`src/rtl/output_drain_buffer.sv`:
```
// Output drain FIFO: captures tagged datapath words and drains them over valid/ready.
// Optional group-order checking is built when OUTPUT_DRAIN_SEQCHECK_EN is defined.
module output_drain_buffer #(
  parameter int FEATURE_MAP_WIDTH  = 128,
  parameter int FEATURE_MAP_HEIGHT = 128,
  parameter int WORD_WIDTH         = 48,
  parameter int GROUPS             = 6,
  parameter int DEPTH              = 16,
  localparam int XW = $clog2(FEATURE_MAP_WIDTH),
  localparam int YW = $clog2(FEATURE_MAP_HEIGHT)
) (
  input  logic                  clk,
  input  logic                  arst_n_in,
  input  logic                  start,
  input  logic                  flush,
  input  logic                  in_valid,
  input  logic [WORD_WIDTH-1:0] in_data,
  input  logic [XW-1:0]         in_x,
  input  logic [YW-1:0]         in_y,
  input  logic [2:0]            in_sel,
  output logic                  out_valid,
  input  logic                  out_ready,
  output logic [WORD_WIDTH-1:0] out_data,
  output logic [XW-1:0]         out_x,
  output logic [YW-1:0]         out_y,
  output logic [2:0]            out_sel,
  output logic                  stall_req,
  output logic                  overflow,
  output logic                  seq_error,
  output logic [13:0]           groups_done,
  output logic                  busy,
  output logic                  done
);

  localparam int AW = $clog2(DEPTH);
  localparam int EW = WORD_WIDTH + XW + YW + 3;
  localparam logic [AW:0]   FULL_C   = (AW+1)'(DEPTH);
  localparam logic [AW:0]   STALL_C  = (AW+1)'(DEPTH - GROUPS);
  localparam logic [AW:0]   CNT_ONE  = (AW+1)'(1);
  localparam logic [AW-1:0] PTR_ONE  = AW'(1);
  localparam logic [2:0]    LAST_SEL = 3'(GROUPS - 1);

  typedef enum logic [1:0] {S_IDLE, S_ACTIVE, S_FLUSH} state_t;

  state_t        state_q, state_d;
  logic [AW-1:0] wr_ptr_q, wr_ptr_d, rd_ptr_q, rd_ptr_d;
  logic [AW:0]   count_q, count_d;
  logic [13:0]   groups_q, groups_d;
  logic          overflow_q, overflow_d;
  logic          done_q, done_d;
  logic [EW-1:0] mem_q [DEPTH];
  logic          push, pop, drop;

  assign out_valid = (state_q != S_IDLE) && (count_q != '0);
  assign pop       = out_valid && out_ready && !start;
  // A full FIFO still accepts a word when the head leaves in the same cycle.
  assign push      = in_valid && !start && (state_q == S_ACTIVE) &&
                     ((count_q != FULL_C) || pop);
  assign drop      = in_valid && !start && (state_q != S_IDLE) && !push;

`ifdef OUTPUT_DRAIN_SEQCHECK_EN
  logic [2:0] exp_sel_q, exp_sel_d;
  logic       seq_err_q, seq_err_d;

  always_comb begin
    exp_sel_d = exp_sel_q;
    seq_err_d = seq_err_q;
    if (start) begin
      exp_sel_d = '0;
      seq_err_d = 1'b0;
    end else if (push) begin
      if (in_sel != exp_sel_q) seq_err_d = 1'b1;
      exp_sel_d = (in_sel == LAST_SEL) ? 3'd0 : in_sel + 3'd1;
    end
  end

  always_ff @(posedge clk) begin
    if (!arst_n_in) begin
      exp_sel_q <= '0;
      seq_err_q <= 1'b0;
    end else begin
      exp_sel_q <= exp_sel_d;
      seq_err_q <= seq_err_d;
    end
  end

  assign seq_error = seq_err_q;
`else
  assign seq_error = 1'b0;
`endif

  always_comb begin
    state_d    = state_q;
    wr_ptr_d   = wr_ptr_q;
    rd_ptr_d   = rd_ptr_q;
    count_d    = count_q;
    groups_d   = groups_q;
    overflow_d = overflow_q;
    done_d     = 1'b0;
    if (start) begin
      state_d    = S_ACTIVE;
      wr_ptr_d   = '0;
      rd_ptr_d   = '0;
      count_d    = '0;
      groups_d   = '0;
      overflow_d = 1'b0;
    end else begin
      if (push) begin
        wr_ptr_d = wr_ptr_q + PTR_ONE;
        if (in_sel == LAST_SEL) groups_d = groups_q + 14'd1;
      end
      if (pop) rd_ptr_d = rd_ptr_q + PTR_ONE;
      case ({push, pop})
        2'b10:   count_d = count_q + CNT_ONE;
        2'b01:   count_d = count_q - CNT_ONE;
        default: count_d = count_q;
      endcase
      if (drop) overflow_d = 1'b1;
      case (state_q)
        S_ACTIVE: if (flush) state_d = S_ACTIVE == S_ACTIVE ? S_FLUSH : S_FLUSH;
        // Leave as soon as the last word is popped so done lines up with that pop.
        S_FLUSH: if (count_d == '0) begin
          state_d = S_IDLE;
          done_d  = 1'b1;
        end
        default: state_d = state_q;
      endcase
    end
  end

  always_ff @(posedge clk) begin
    if (!arst_n_in) begin
      state_q    <= S_IDLE;
      wr_ptr_q   <= '0;
      rd_ptr_q   <= '0;
      count_q    <= '0;
      groups_q   <= '0;
      overflow_q <= 1'b0;
      done_q     <= 1'b0;
    end else begin
      state_q    <= state_d;
      wr_ptr_q   <= wr_ptr_d;
      rd_ptr_q   <= rd_ptr_d;
      count_q    <= count_d;
      groups_q   <= groups_d;
      overflow_q <= overflow_d;
      done_q     <= done_d;
    end
  end

  // Storage carries no reset; validity is tracked entirely by count_q.
  always_ff @(posedge clk) begin
    if (push) mem_q[wr_ptr_q] <= {in_data, in_x, in_y, in_sel};
  end

  assign {out_data, out_x, out_y, out_sel} = mem_q[rd_ptr_q];
  assign stall_req   = count_q > STALL_C;
  assign overflow    = overflow_q;
  assign groups_done = groups_q;
  assign busy        = state_q != S_IDLE;
  assign done        = done_q;

endmodule

```
`config.mk`:
```
export PLATFORM = sky130hd
export DESIGN_NAME = output_drain_buffer
export DESIGN_NICKNAME = d
export VERILOG_FILES = /design/src/rtl/output_drain_buffer.sv
export SDC_FILE = /design/constraint.sdc
export NUM_CORES = 1
export LEC_CHECK = 0
export CAP_MARGIN = 30
export CORE_MARGIN = 1
export CORE_UTILIZATION = 35
export DETAILED_ROUTE_END_ITERATION = 7
export HOLD_SLACK_MARGIN = 0.05
export SETUP_SLACK_MARGIN = 0.4
export SLEW_MARGIN = 30
export SYNTH_ARGS = -nofsm -noshare
export SYNTH_HDL_FRONTEND = slang
export SYNTH_SLANG_ARGS = --single-unit
```
`constraint.sdc`:
```
create_clock -name clk -period 11.2 [get_ports clk]
set_clock_uncertainty 0.05 [all_clocks]
set_input_delay 2.24 -clock clk [delete_from_list [all_inputs] [get_ports clk]]
set_output_delay 2.24 -clock clk [all_outputs]
set_load 0.1 [all_outputs]
```
==> reports/qor.yml <==
die_x_um: 344
crit_top_cell: "buf_4"
h-tree-depth: 3
worstPathCellList: "buf_4 -> buf_4 -> mux4_2 -> clkdlybuf4s50_1"
grt_max_degree: 97
synth_area_leader_cell: "edfxtp_1"
ys_seq_area_share_pct: 78.2
end_kind: "output port"
dr.pass1.iters: 5
cts_num_sinks: 1075
internal-power_mw: 6.48
root_buffer: "clkbuf_16"
synthArstFlopShare_pct: 0
power.density_nw_per_um2: 169
port_buffers: 154
tritoncts: "done"
grt_pass1_wl_um: 134000
vias_per_cell: 5.23
seqCellArea_um2: 31900
ios: 156
post-synth-top-count-cell: "edfxtp_1"
whs_ns: 0.468
fin_crit_sh_pct: 60.6
setup_ws_ns: 4.41
gp_congestion: 0.734
layout-drive-gt1-share_pct: 28.3
holdBufCountCts: 0
dp.cells: 3284
clk_path_buf_depth: 3
overflow: 0
antenna_found_initial: 9
worst_slew_pin_slew_ns: 1.02
gr-usage-all-layers_pct: 15.9
area_delta_synth_final_pct: 17.2
min_path_type: "reg2reg"
max_slew_margin_pct: 32.1
yosysUniqueCellTypes: 50
setup-violations-final: 0
p_seq_share_pct: 54.5
antenna_left: 0
critPathTopFamily: "buffers and inverters"
place_hpwl_um: 47900
synth-seq-cells: 1075
synth_common_cells: "1040 x edfxtp_1, 325 x mux4_2, 41 x nor2_1"
post_cts_resized: 0
pre_cts_slack_ns: 4.82
final_nets: 1965
critical_path_class: "reg2out"
crit_slowest_cell: "clkdlybuf4s50_1"
cts.clk_slew.worst_paths_ns: 0.06
rsz0062_at_grt: "no"
max-vdd-ir-drop_uv: 118
initial_utilization_pct: 35.5
fin_setup_tns_ns: 0
clockPowerShare_pct: 43.7
post-route-min-period_ns: 6.79
drc: 0
slowest_delay_ns: 1.03
multi_input_area_um2: 8520
row_count: 124
fp.dieArea_um2: 118000
slew_viol_final: 0
die_h_um: 344
synth_edf_count: 1040
p_comb_share_pct: 1.9
arrival_ns: 4.50
final_core_util_pct: 41.7
vias: 18300
cp_data_required_time_ns: 8.91
fin_cells: 3487
switching_power_mw: 1.63
worstSkewPairLatency_ns: 0.67
netlist_area_um2: 40900
grt_pass1_vias: 19500
cp_max_fo: 26
routed_wl_um: 93000
synthesis.nets: 1735
synthTopCellsByArea: "edfxtp_1 76%, mux4_2 18%, dfxtp_1 1.7%, buf_6 0.61%, nor2_1 0.38%"
startpoint_type: "flip-flop"
clock.fmax_mhz: 147
ys.warnings.count: 0
drt_iter0_drc: 1501
synthFlopType: "edfxtp_1"
drv_cap: 0
outcome: "completed"
synth_top_area_share_pct: 76.4
netSwitchingFraction_pct: 20.1
cts_buffers: 109
crit_buf_inv: 3
syn_area_per_cell_um2: 24.7
post_drt_wl_per_cell_um: 26.7
n_fill_cell: 9752
syn_inst: 1654
hold_violations: 0
leakage_nw: 14.3
core_um2: 115000
post_cts_buffers: 0
## final timing paths
path                     from             to  slack (ns)  cells past startpoint
setup / recovery    flip-flop   out_data[44]        4.41                      4
setup reg to reg   state_q[0]  mem_q[12][30]        7.33                      7
hold reg to reg   wr_ptr_q[1]    wr_ptr_q[1]        0.47                      2
hold / removal    wr_ptr_q[1]    wr_ptr_q[1]        0.47                      2
## power by group through the flow
| stage | registers, mW | logic, mW | clock network [mW] |
|---|---|---|---|
| 2_1_floorplan | 4.50 | 0.0600 | 0 |
| 3_3_place_gp | 4.50 | 0.145 | 0 |
| 3_5_place_dp | 4.50 | 0.152 | 0 |
| 4_1_cts | 4.41 | 0.153 | 3.63 |
| 5_1_grt | 4.41 | 0.161 | 3.77 |
| 6_report | 4.41 | 0.151 | 3.54 |
## metrics by stage
step | power, mW | cell area, µm²
2_1_floorplan | 4.56 | 40900
3_3_place_gp | 4.64 | 44200
3_5_place_dp | 4.65 | 44400
4_1_cts | 8.19 | 47900
5_1_grt | 8.34 | 47900
6_report | 8.11 | 47900
## cell usage in the layout, fill, tap and decap left out, drive strengths merged, types with 2 or more instances in the layout
master | netlist | routed
clkinvlp | 0 | 8
a31oi | 2 | 2
a21o | 2 | 2
clkbuf | 36 | 132
clkinv | 0 | 47
nand2 | 12 | 12
mux4 | 325 | 325
nand4 | 7 | 7
nand2b | 4 | 4
and4 | 4 | 4
xnor2 | 4 | 4
inv | 6 | 10
nand3 | 13 | 13
xor2 | 17 | 17
buf | 46 | 52
bufinv | 0 | 10
o21ai | 3 | 3
clkdlybuf4s50 | 0 | 149
mux2i | 3 | 3
nor2 | 41 | 41
a21oi | 9 | 9
edfxtp | 1040 | 1040
nor3 | 5 | 5
dfxtp | 35 | 35
and3 | 7 | 7
ha | 9 | 9
## worst reg2reg max path, cell delays in order (launching register included)
cell and delay (ns):
dfxtp_1 0.44, nor2_1 0.17, o211ai_2 0.19, buf_4 0.24, and2_1 0.35, nand2_1 0.30
nor2_4 0.81, buf_4 0.90
## layout make-up
class	count	area share (%)
Antenna cell	1	0.00522
Clock buffer	132	5.87
Clock inverter	69	1.40
Inverter	6	0.0470
Multi-Input combinational cell	491	17.8
Sequential cell	1075	66.7
Tap cell	1512	3.95
Timing Repair Buffer	201	4.24
## flip-flops by register name, indices dropped and copies added, names as in the netlist, named ones only
name	cells
mem_q	1040
groups_done	14
count_q	5
rd_ptr_q	4
wr_ptr_q	4
state_q	2
done	1
overflow	1
## cell families after synthesis
group                      after synthesis  synth area share (%)
other                                    1               0.00918
DFF                                   1075                  78.2
and+or+nand+nor                        104                  1.32
AOI/OAI and AO/OA                       27                 0.481
xor gates and xnor gates                21                 0.450
buffers and inverters                   88                  1.27
adders and majority gates               10                 0.325
muxes                                  328                  18.0
## routing by layer
layer,part of all wire (%),up-vias,global-route usage (%),routed length [µm]
li1,-,7610,-,-
met4,2.3,10,4.19,2100
met2,50,457,26.5,46400
met5,0.069,-,0,64
met3,5.0,151,2.88,4690
met1,43,10000,21.3,39700
Power figures use the tool's default switching activity.
